===== config.mk =====
export PLATFORM = sky130hd
export DESIGN_NAME = uart_bus_master
export DESIGN_NICKNAME = d
export VERILOG_FILES = /design/src/rtl/uart_bus_master.sv
export SDC_FILE = /design/constraint.sdc
export NUM_CORES = 1
export LEC_CHECK = 0
export BUFFER_PORTS_ARGS = -buffer_cell sky130_fd_sc_hd__buf_4
export CORE_MARGIN = 2
export CORE_UTILIZATION = 31
export CTS_CLUSTER_DIAMETER = 30
export DETAILED_ROUTE_END_ITERATION = 8
export HOLD_SLACK_MARGIN = 0.05
export PLACE_DENSITY_LB_ADDON = 0.25
export SETUP_SLACK_MARGIN = 0.4
export SLEW_MARGIN = 5
export SYNTH_ARGS = -nofsm -noshare
export SYNTH_HDL_FRONTEND = slang
export SYNTH_SLANG_ARGS = --single-unit

===== constraint.sdc =====
create_clock -name clk -period 2.55 [get_ports clk]
set_input_delay 0.1275 -clock clk [delete_from_list [all_inputs] [get_ports clk]]
set_output_delay 0.1275 -clock clk [all_outputs]
set_load 0.05 [all_outputs]

===== src/rtl/uart_bus_master.sv =====
// Bus initiator for the UART register slave: takes one command from a valid/ready port,
// runs the stb/wb_clk/ack four-phase handshake and returns a single-cycle response.
module uart_bus_master #(
    parameter int TIMEOUT_CYCLES = 255
) (
    input  logic       clk,
    input  logic       reset,
    input  logic       cmd_valid,
    output logic       cmd_ready,
    input  logic       cmd_write,
    input  logic [1:0] cmd_addr,
    input  logic [7:0] cmd_wdata,
    output logic       rsp_valid,
    output logic [7:0] rsp_rdata,
    output logic       rsp_error,
    output logic       busy,
    output logic [1:0] wb_addr,
    output logic [7:0] wb_wdata,
    input  logic [7:0] wb_rdata,
    output logic       wb_we,
    output logic       wb_stb,
    output logic       wb_clk,
    input  logic       wb_ack
);

    // Handshake: a command is taken on the cycle cmd_valid && cmd_ready are both high;
    // cmd_ready is only high in IDLE, so requests made while busy are simply not taken.

    typedef enum logic [2:0] {
        S_IDLE    = 3'd0,
        S_SETUP   = 3'd1,
        S_STROBE  = 3'd2,
        S_RELEASE = 3'd3,
        S_DONE    = 3'd4,
        S_ERROR   = 3'd5
    } state_t;

    localparam logic [7:0] TMO_LAST = 8'(TIMEOUT_CYCLES - 1);

    state_t     state;
    state_t     state_next;
    logic [7:0] tmo_cnt;
    logic [7:0] rdata_q;
    logic       tmo_hit;

    // Counter value k means this is the (k+1)-th cycle spent in the waiting state.
    assign tmo_hit = (tmo_cnt >= TMO_LAST);

    always_ff @(posedge clk) begin
        if (reset) begin
            state <= S_IDLE;
        end else begin
            state <= state_next;
        end
    end

    always_comb begin
        state_next = state;
        case (state)
            S_IDLE:    if (cmd_valid) state_next = S_SETUP;
            S_SETUP:   state_next = S_STROBE;
            S_STROBE: begin
                if (wb_ack)       state_next = S_RELEASE;
                else if (tmo_hit) state_next = S_ERROR;
            end
            S_RELEASE: begin
                if (!wb_ack)      state_next = S_DONE;
                else if (tmo_hit) state_next = S_ERROR;
            end
            S_DONE:    state_next = S_IDLE;
            S_ERROR:   state_next = S_IDLE;
            default:   state_next = S_IDLE;
        endcase
    end

    always_comb begin
        cmd_ready = 1'b0;
        busy      = 1'b1;
        wb_stb    = 1'b0;
        wb_clk    = 1'b0;
        rsp_valid = 1'b0;
        rsp_error = 1'b0;
        case (state)
            S_IDLE: begin
                cmd_ready = 1'b1;
                busy      = 1'b0;
            end
            S_SETUP:   wb_stb = 1'b1;
            S_STROBE: begin
                wb_stb = 1'b1;
                wb_clk = 1'b1;
            end
            S_RELEASE: wb_stb = 1'b1;
            S_DONE:    rsp_valid = 1'b1;
            S_ERROR: begin
                rsp_valid = 1'b1;
                rsp_error = 1'b1;
            end
            default: begin
                cmd_ready = 1'b0;
                busy      = 1'b1;
            end
        endcase
    end

    // Captured command fields, timeout counter and response data.
    always_ff @(posedge clk) begin
        if (reset) begin
            wb_addr   <= 2'd0;
            wb_wdata  <= 8'h00;
            wb_we     <= 1'b0;
            tmo_cnt   <= 8'd0;
            rdata_q   <= 8'h00;
            rsp_rdata <= 8'h00;
        end else begin
            if (state == S_IDLE && cmd_valid) begin
                wb_addr  <= cmd_addr;
                wb_wdata <= cmd_write ? cmd_wdata : 8'h00;
                wb_we    <= ~cmd_write;
            end

            if ((state_next == S_STROBE || state_next == S_RELEASE) && state_next != state) begin
                tmo_cnt <= 8'd0;
            end else if ((state == S_STROBE || state == S_RELEASE) && tmo_cnt != 8'hFF) begin
                tmo_cnt <= tmo_cnt + 8'd1;
            end

            // wb_we high means a read on the slave side.
            if (state == S_STROBE && wb_ack) begin
                rdata_q <= wb_we ? wb_rdata : 8'h00;
            end

            if (state_next == S_DONE) begin
                rsp_rdata <= rdata_q;
            end else if (state_next == S_ERROR) begin
                rsp_rdata <= 8'h00;
            end
        end
    end

endmodule

## Yosys cells after proc, flatten, opt, wreduce, memory -nomap -nowiden

Cells that the tools add are included.

| cells by class | value |
|---|---|
| mux-type cells | 15 |
| bitwise operators | 1 |
| reductions and logical operators | 11 |
| add/subtract/negate cells | 1 |
| magnitude comparators | 1 |
| eq/ne operators | 11 |

Operators with widths:

| operator | count |
|---|---|
| 2-to-1 mux 8 bit | 4 |
| equality test 3 x 2 -> 1 bit (second input constant) | 4 |
| equality test 3 bit (second input constant) | 4 |
| 2-to-1 mux 3 bit | 4 |
| case mux 3 bit (4 select lines) | 1 |
| adder 8 x 1 -> 8 bit (second input constant) | 1 |
| >= comparator 8 bit (second input constant) | 1 |
| != test 8 bit (second input constant) | 1 |
| 2-to-1 mux 1 bit | 6 |
| logical AND 1 bit | 4 |
| OR reduction 2 bit | 2 |
| equality test 3 x 1 -> 1 bit (second input constant) | 1 |
| logical NOT 3 bit | 1 |
| != test 3 bit | 1 |
| OR reduction 3 bit | 1 |
| logical OR 1 bit | 2 |
| nonzero test 2 bit | 1 |
| NOT 1 bit | 1 |

| storage, ports and cells | value |
|---|---|
| input bits | 23 |
| word-level logic and storage cells | 47 |
| register bits after elaboration | 38 |
| output and inout bits | 25 |

## Longest topological paths before layout

Gate-level depths: netlist (run 1).

| depth | value |
|---|---|
| word-level depth | 8 |
| mapped depth | 7 |
| mapped depth without buffers | 6 |

## Worst setup path after synthesis (run 1)

No wires, ideal clock.

| path | value |
|---|---|
| path kind | register to output |
| start | reg state[2] |
| end | out rsp_error |
| stages on the path, launching flop included | 4 |
| buffers on the path | 1 |
| data required time | 2423 ps |
| arrival time | 1807 ps |
| path slack | 616 ps |
| cells stage by stage | dfxtp_1 buf_2 nor2b_1 and2_1 |

| between the ends | value |
|---|---|
| longest elaborated chain between the ends | 2 |

RTL lines:

| element | RTL line | RTL |
|---|---|---|
| from (decl) | 40 | `state_t state;` |
| from (signal assigned) | 53 | `state <= state_next;` |
| equality test 3 bit | 83 | `case (state)` |
| 2-to-1 mux 1 bit | 83 |  |
| to (decl) | 15 | `output logic rsp_error,` |

No other way between the ends.

## Final worst setup path (run 1)

| path | value |
|---|---|
| start | reg tmo_cnt[0] |
| end | reg rsp_rdata[0] |

| between the ends | value |
|---|---|
| longest elaborated chain between the ends | 6 |
| elaborated cells on any way between the ends | 9 |
| those cells by class | order compare: 1; eq/ne: 2; mux: 5; reduce/logical: 1 |

RTL lines:

| element | RTL line | RTL |
|---|---|---|
| from (decl) | 42 | `logic [7:0] tmo_cnt;` |
| from (signal assigned) | 125 | `tmo_cnt <= tmo_cnt + 8'd1;` |
| >= comparator 8 bit (*) | 47 | `assign tmo_hit = (tmo_cnt >= TMO_LAST);` |
| 2-to-1 mux 3 bit (*) | 64, 68 |  |
| 2-to-1 mux 3 bit (on tied branches) | 67, 63 |  |
| case mux 3 bit (4 select lines) (*) | 59 | `case (state)` |
| equality test 3 bit (on tied branches) | 133, 135 |  |
| 2-to-1 mux 8 bit / nonzero test 2 bit (equally long branches) | n/a |  |
| to (signal assigned) | 134 | `rsp_rdata <= rdata_q;` |
| to (decl) | 14 | `output logic [7:0] rsp_rdata,` |

Every way passes the cells marked *; elsewhere a longest branch is shown, timed or not.
A chain may end at the register's enable or synchronous reset.

==> results of run 1 <==
per-stage QoR:
step	total power (µW)	instances	worst slack (ps)	utilization, %
2_1_floorplan	842	177	616	-
3_3_place_gp	917	284	785	39.2
3_5_place_dp	919	284	795	39.2
4_1_cts	1310	291	796	40.7
5_1_grt	1360	291	650	40.7
6_report	1290	291	807	40.7
critical path, stage by stage, from the launching register on:
cell,delay [ps]
dfxtp_1,400
inv_1,90
ha_1,200
o211ai_1,210
o22ai_1,140
a31oi_2,440
a22o_1,200
cells in the mapped netlist:
cell type and n:
o22ai_1 1, o21ai_4 1, and3_1 1, a211oi_1 1
nor2b_4 1, a21oi_1 22, nor3_2 1, nor3b_1 1
nor3_4 1, nor4_1 2, dfxtp_1 38, inv_2 1
buf_2 2, clkbuf_1 5, nand3_1 18, a22o_1 8
or3_1 3, xor2_1 3, xnor2_1 1, buf_4 1
nand2_1 24, nand2b_1 1, o2111ai_1 1, nand3b_1 1
nand4_2 1, buf_6 2, a31oi_2 1, nand3_2 1
nand4_1 3, o211ai_1 2, and4_1 1, a31o_2 1
nor2_1 9, and2_1 3, nor3_1 2, o311ai_2 1
o21ai_0 3, ha_1 2, inv_1 4, mux2i_1 1
nor2b_1 1
area by class of cell:
class                   instances  share of cell area [%]
clock buffers                   5                    3.35
clock inverters                 2                   0.488
inverters                       5                   0.914
multi-input cells             124                    36.7
flip-flops and latches         38                    37.1
well taps                      70                    4.27
repair buffers                 47                    17.2
worst min-delay path by stage:
stage	to	slack [ps]	startpoint	cells past startpoint
detailed placement	wb_addr[1]	390	cmd_addr[1]	3
CTS	wb_addr[1]	80	cmd_addr[1]	3
global route	wb_addr[0]	90	cmd_addr[0]	3
global placement	wb_addr[1]	380	cmd_addr[1]	3
finish	wb_addr[1]	90	cmd_addr[1]	3
floorplan	wb_addr[0]	260	cmd_addr[0]	2
registers in the layout (all words and copies together), names as in the netlist:
| register | count |
|---|---|
| wb_addr | 2 |
| wb_we | 1 |
| rdata_q | 8 |
| wb_wdata | 8 |
| tmo_cnt | 8 |
| state | 3 |
| rsp_rdata | 8 |
metal layers:
layer | wire length, µm | global-route usage (%)
met1 | 1670 | 15.4
met2 | 1610 | 20.3
met3 | 205 | 4.23
met4 | 63 | 5.26
met5 | 0 | 0
where the power goes:
part           leakage (µW)  internal, µW  total [µW]  switching [µW]
clock             0.0000438           183         388             204
combinational      0.000470          89.2         263             174
sequential         0.000308           613         639            25.7
kinds of logic after synthesis:
logic type / synth area share (%)
adder cells (fa/ha/maj): 1.57
AO/OA/AOI/OAI: 18.0
multiplexers: 0.628
buffers and inverters: 4.87
XOR/XNOR: 2.20
flip-flops: 47.8
AND/OR/NAND/NOR: 25.0
==> summary.md, run 1 <==
| Metric | Value |
|---|---|
| Post-CTS Setup Repair Bufs | 0 |
| Net count, final | 246 |
| Reg2Reg Depth | 6 |
| Final instance area | 0.00205 mm² |
| Largest net degree at the start of global routing | 26 |
| Max_cap viols | 0 |
| CTS tree | done |
| Core area | 0.00504 mm² |
| # diodes | 0 |
| Grt total ovfl | 0 |
| Area leader, netlist | dfxtp_1 |
| Register Area | 761 µm² |
| Setup violators final | 0 |
| Status | completed |
| I/O Pins | 48 |
| Htree depth | 2 |
| Synth top area cells | dfxtp_1, a21oi_1, nand3_1 |
| Gr usage total | 12.6% |
| P_leak | 0.000822 µW |
| Die X | 75.7 µm |
| CP Data Arrival Time | 1970 ps |
| Fin. Hold Viols | 0 |
| Yosys reg bits | 38 |
| Post-Syn Area per Cell | 9.00 µm² |
| Via count | 1363 |
| Crit Reg-Reg Startpoint | tmo_cnt[0] |
| Post-synth top area share | 47.8% |
| Area delta synth->final | 28.9% |
| Routed Antenna Nets | 0 |
| Post-DR wirelength/cell | 12.2 µm |
| Hold_ws | 85.2 ps |
| CP Data Required Time | 2780 ps |
| FF-to-FF End | rsp_rdata[0] |
| Drt drc | 0 |
| Root buf cell | clkbuf_8 |
| Fin crit share | 68.3% |
| Row count | 26 |
| Commonest non-fill, non-tap cell in the layout | buf_4 |
| Sequential area share after synthesis | 47.8% |
| Die ar. | 0.00573 mm² |
| TritonRoute pass-1 iters | 4 |
| Total CTS buffers | 5 |
| Vias in the first global route | 1199 |
| Worst Clk Skew | 8.04 ps |
| CTS max path bufs | 2 |
| Port bufs | 47 |
| Fillers | 521 |
| HP Class | primary input to register |
| Routed WL | 3550 µm |
| Area post-placement | 0.00197 mm² |
| Relative slew margins | 57.9% |
| Die height | 75.7 µm |
| Drt via density | 4.68 |
| Power per cell area | 628 mW/mm² |
| Synth warnings | 0 |
| Mapped Cells | 177 |
| Crit path from | tmo_cnt[0] |
| Cts hold-fix bufs | 0 |
| 1st-iter DRT viols | 48 |
| Post-synthesis cell area | 0.00159 mm² |
| Critical Path Fanout Max | 8 |
| Sink Count | 38 |
| Post-synthesis cell type count | 41 |
| CTS resizes | 0 |
| Final-report max-slew violation count | 0 |
| Fmax achieved | 574 MHz |
| Peak supply drop | 0.188 mV |
| Fin Setup TNS | 0 ps |
| Initial antenna violation count | 0 |
| Post-Syn Nets | 202 |
| First-pass GRT wire length | 5350 µm |
| Worst setup path end | rsp_rdata[0] |
| Routability cong. | 0.733 |
| Setup Crit Path Kind | register to register |
| R2R Setup Slk | 810 ps |
| Layout cells sized above 1 | 29.0% |
| CP Capture Type | register |
| Minimum clock period | 1740 ps |
| Worst Setup Start Kind | register |
| Most frequent cells in the layout | buf_4, dfxtp_1, nand2_1 |
| Post-DP HPWL | 2530 µm |
| RSZ-0062 raised after global routing | false |
| Clock transition at path regs | 70 ps |
| Worst slew pin tran | 630 ps |
| Clock latency on the worst-skew pair | 290 ps |
| Multi-input gate area | 754 µm² |
| Initial Utilization | 31.6% |
(Power assumes the default switching activity.)
==> inputs of run 2 (changes only) <==
- clock period: 2.55 -> 1.4 ns (I/O delays scaled with it)
==> summary.md, run 2 (same netlist as run 1, synthesis figures left out) <==
| Metric | Value |
|---|---|
| Status | completed |
| Most frequent cells in the layout | buf_4, dfxtp_1, nand2_1 |
| Minimum clock period | 1400 ps |
| Total chip power | 2720 µW |
| CP delay by family, top | simple AND/OR/NAND/NOR gates |
| Hold Path Sink | wb_we |
| Root buf cell | clkbuf_8 |
| Largest net degree at the start of global routing | 26 |
| # diodes | 0 |
| HP Class | primary input to register |
| Buf/Inv on CP | 1 |
| Worst path slowest cell | dfxtp_4 |
| Sink Count | 38 |
| Final-report max-slew violation count | 0 |
| Max_cap viols | 0 |
| Die ar. | 0.00573 mm² |
| CP Data Arrival Time | 1620 ps |
| Routed WL | 4430 µm |
| Via count | 1584 |
| Fin crit share | 99.9% |
| First-pass GRT wire length | 6810 µm |
| Peak supply drop | 0.737 mV |
| Fmax achieved | 715 MHz |
| CP Data Required Time | 1620 ps |
| Net count, final | 284 |
| Total CTS buffers | 5 |
| Reg2Reg Depth | 6 |
| Commonest non-fill, non-tap cell in the layout | buf_4 |
| Drt via density | 4.80 |
| Cell Chain, Critical Path | buf_4 -> ha_4 -> nand3_4 -> o21ai_4 -> or3_1 -> a21oi_2 |
| Min-delay src | cmd_write |
| Layout cells sized above 1 | 58.8% |
| Grt total ovfl | 0 |
| Gr usage total | 15.9% |
| Non-filler cells, final | 330 |
| Inst Count DP | 295 |
| Post-DR wirelength/cell | 13.4 µm |
| Relative slew margins | 62.5% |
| TritonRoute pass-1 iters | 4 |
| Vias in the first global route | 1558 |
| R2R Setup Slk | 0.9 ps |
| CTS max path bufs | 2 |
| P_leak | 0.00105 µW |
| Fillers | 469 |
| Routed Antenna Nets | 0 |
| Routability cong. | 0.730 |
| Worst slew pin tran | 559 ps |
| FF-to-FF End | tmo_cnt[5] |
| Worst Setup Start Kind | register |
| CTS tree | done |
| Fin. Hold Viols | 0 |
| Port bufs | 47 |
| Hold path depth | 2 |
| Post-DP HPWL | 2660 µm |
| Power per cell area | 973 mW/mm² |
| Initial antenna violation count | 0 |
| Worst Clk Skew | 6.13 ps |
| Critical Path Fanout Max | 8 |
| Initial Utilization | 31.6% |
| Core area | 0.00504 mm² |
| Die X | 75.7 µm |
| CP Capture Type | register |
| Clock transition at path regs | 80 ps |
| Setup violators final | 0 |
| I/O Pins | 48 |
| Crit Reg-Reg Startpoint | tmo_cnt[0] |
| RSZ-0062 raised after global routing | true |
| Final instance area | 0.00279 mm² |
| Setup Crit Path Kind | register to register |
| Area post-placement | 0.00211 mm² |
| Drt drc | 0 |
| Fin Setup TNS | 0 ps |
| Htree depth | 2 |
| Row count | 26 |
| Die height | 75.7 µm |
| CP max stage delay | 350 ps |
| Clock latency on the worst-skew pair | 290 ps |
| Area delta synth->final | 75.3% |
| 1st-iter DRT viols | 112 |
==> run 2: cell types whose count changed in the layout (fill, tap and decap cells not counted), sizes merged <==
| cell | previous run | this run |
|---|---|---|
| buf | 47 | 66 |
| dlygate4sd3 | 0 | 18 |
| clkinvlp | 0 | 1 |
| clkinv | 2 | 1 |
| and2 | 3 | 4 |
| clkbuf | 5 | 6 |
==> run 2: layer usage <==
layer / global-route usage, % / vias up / routed length, µm
met5: 0 / - / 0
met4: 6.43 / 0 / 85
met3: 3.57 / 7 / 136
met2: 28.7 / 23 / 2330
met1: 18.0 / 757 / 1880
li1: - / 797 / -
==> run 2: final cells by class <==
type,count,area (µm²),share of cell area [%]
clock buffers,6,82.6,2.96
clock inverters,2,12.5,0.448
inverters,5,21.3,0.762
multi-input cells,125,1060,38.1
flip-flops and latches,38,790,28.3
well taps,70,87.6,3.14
repair buffers,84,736,26.4
==> run 2: worst max-delay path by stage <==
stage | from | to | slack, ps | depth (start not counted)
after floorplan | state[1] | wb_wdata[1] | -180 | 6
after global placement | tmo_cnt[0] | rsp_rdata[7] | -60 | 6
after detailed placement | tmo_cnt[0] | rsp_rdata[4] | -100 | 6
after CTS | tmo_cnt[0] | rsp_rdata[4] | -10 | 6
after global routing | tmo_cnt[0] | rsp_rdata[3] | -110 | 6
final | tmo_cnt[0] | tmo_cnt[5] | 0.9 | 6
==> run 2: timing repair <==
item / in CTS / in global routing
gates resized for setup: 60 / 26
hold buffers: 18 / 0
setup buffers: 4 / 4
endpoints found under the hold margin: 18 / 0
pin swaps: 15 / 16
endpoints found under the setup margin: 45 / 45
cloned: 1 / 0
==> run 2: where the power goes <==
part	switching (µW)	internal, µW	total [µW]
clock	388	396	784
combinational	444	338	782
sequential	35.1	1110	1150
==> run 2: metrics by stage <==
| stage | hold WS, ps | utilization [%] | setup WS [ps] |
|---|---|---|---|
| floorplan | 206 | - | -183 |
| global placement | 326 | 41.9 | -62.3 |
| detailed placement | 331 | 41.9 | -95.4 |
| CTS | 66.1 | 52.7 | -12.9 |
| global route | 76.9 | 55.4 | -113 |
| finish | 80.7 | 55.4 | 0.914 |
==> inputs of run 3 (changes only) <==
- PLACE_DENSITY_LB_ADDON: 0.25 -> not set
==> summary.md, run 3 (same netlist as run 1, synthesis figures left out) <==
| Metric | Value |
|---|---|
| Status | finished, violations left |
| Failing checks | negative setup slack |
| Port bufs | 47 |
| Relative slew margins | 63.2% |
| Worst Clk Skew | 5.12 ps |
| Area delta synth->final | 82.1% |
| Drt drc | 0 |
| # diodes | 0 |
| Gr usage total | 16.1% |
| Setup violators final | 2 |
| Final-report max-slew violation count | 0 |
| Minimum clock period | 1410 ps |
| WL met3 | 126 µm |
| CTS max path bufs | 2 |
| Worst path slowest cell | dfxtp_4 |
| CTS tree | done |
| Peak supply drop | 0.583 mV |
| Fillers | 424 |
| Fin. Hold Viols | 0 |
| DRT met1 WL | 1980 µm |
| Die X | 75.7 µm |
| Clock transition at path regs | 80 ps |
| CP Capture Type | register |
| Routability cong. | 0.717 |
| Routed Antenna Nets | 0 |
| Top layer in use | met4 |
| HP Class | primary input to register |
| Root buf cell | clkbuf_8 |
| RSZ-0062 raised after global routing | true |
| Die ar. | 0.00573 mm² |
| Routed WL | 4500 µm |
| Core area | 0.00504 mm² |
| Htree depth | 2 |
| Non-filler cells, final | 335 |
| P_leak | 0.00111 µW |
| Via count | 1635 |
| Net count, final | 289 |
| Most frequent cells in the layout | buf_4, dfxtp_1, nand2_1 |
| Met2 wire length | 2300 µm |
| Vias in the first global route | 1490 |
| Total chip power | 3010 µW |
| Initial antenna violation count | 0 |
| Post-DP HPWL | 2660 µm |
| Total CTS buffers | 5 |
| Max_cap viols | 0 |
| CP Data Arrival Time | 1640 ps |
| CP Data Required Time | 1630 ps |
| Worst slew pin tran | 549 ps |
| Die height | 75.7 µm |
| Largest net degree at the start of global routing | 26 |
| Sink Count | 38 |
| Fin crit share | 101% |
| Setup ws final | -8.55 ps |
| Setup Crit Path Kind | register to register |
| Commonest non-fill, non-tap cell in the layout | buf_4 |
| TritonRoute pass-1 iters | 4 |
| I/O Pins | 48 |
| Cell Chain, Critical Path | inv_4 -> ha_4 -> o211ai_1 -> buf_4 -> o22ai_4 -> a31oi_4 -> a22o_1 |
| Initial Utilization | 31.6% |
| Fmax achieved | 710 MHz |
| Worst Setup Start Kind | register |
| Clock latency on the worst-skew pair | 290 ps |
| Drt via density | 4.88 |
| Row count | 26 |
| Post-DR wirelength/cell | 13.4 µm |
| CP max stage delay | 360 ps |
| Inst Count DP | 297 |
| Grt total ovfl | 0 |
| Critical Path Fanout Max | 8 |
| Layout cells sized above 1 | 59.2% |
| 1st-iter DRT viols | 65 |
| First-pass GRT wire length | 6910 µm |
| Power per cell area | 1040 mW/mm² |
run 3: final cells by class:
type | instances | area (µm²) | share of cell area [%]
sequential | 38 | 796 | 27.4
clock buffer | 7 | 108 | 3.71
inverter | 5 | 21.3 | 0.733
clock inverter | 1 | 30.0 | 1.04
multi-input combinational | 125 | 1070 | 37.0
tap | 70 | 87.6 | 3.02
timing repair buffer | 89 | 786 | 27.1
run 3: worst max-delay path, delay by kind of cell (launching register included):
| kind | cells | cell delay [ps] |
|---|---|---|
| AO/OA/AOI/OAI | 4 | 650 |
| flip-flops | 1 | 360 |
| buffers and inverters | 2 | 210 |
| adder cells (fa/ha/maj) | 1 | 140 |
run 3: final timing paths:
kind	to	startpoint	depth (start not counted)	slack, ps
max	rsp_rdata[1]	tmo_cnt[0]	7	-9
min reg2reg	wb_addr[0]	wb_addr[0]	2	470
min	wb_we	cmd_write	2	70
max reg2reg	rsp_rdata[1]	tmo_cnt[0]	7	-9
run 3: report_power, final:
part / total, µW / internal (µW) / switching [µW] / leakage [µW]
logic: 801 / 350 / 451 / 0.000720
clock network: 1070 / 688 / 383 / 0.0000696
registers: 1140 / 1110 / 33.8 / 0.000315
total: 3010 / 2150 / 867 / 0.00111
run 3: what timing repair did:
item | CTS | global route
buffers inserted | 4 | 7
pin swaps | 18 | 19
gates resized for setup | 57 | 34
endpoints found under the setup margin | 45 | 45
hold buffers | 18 | 0
endpoints found under the hold margin | 18 | 0
gates cloned | 1 | 0
run 3: per-stage QoR:
stage | worst slack, ps | utilization (%) | area [µm²] | hold slack, ps | setup TNS [ps]
floorplan | -183 | - | 1670 | 206 | -1970
global placement | -70.7 | 42.2 | 2130 | 322 | -570
detailed placement | -89.7 | 42.2 | 2130 | 329 | -686
CTS | -13.6 | 53.8 | 2710 | 62.7 | -33.4
global route | -99.9 | 57.5 | 2900 | 67.7 | -862
finish | -8.55 | 57.5 | 2900 | 74.3 | -16.1
run 3: per-layer routing:
layer / GRT usage, % / vias up
met5: 0 / -
met4: 6.04 / 0
met3: 4.37 / 9
met2: 27.8 / 29
met1: 19.1 / 794
li1: - / 803
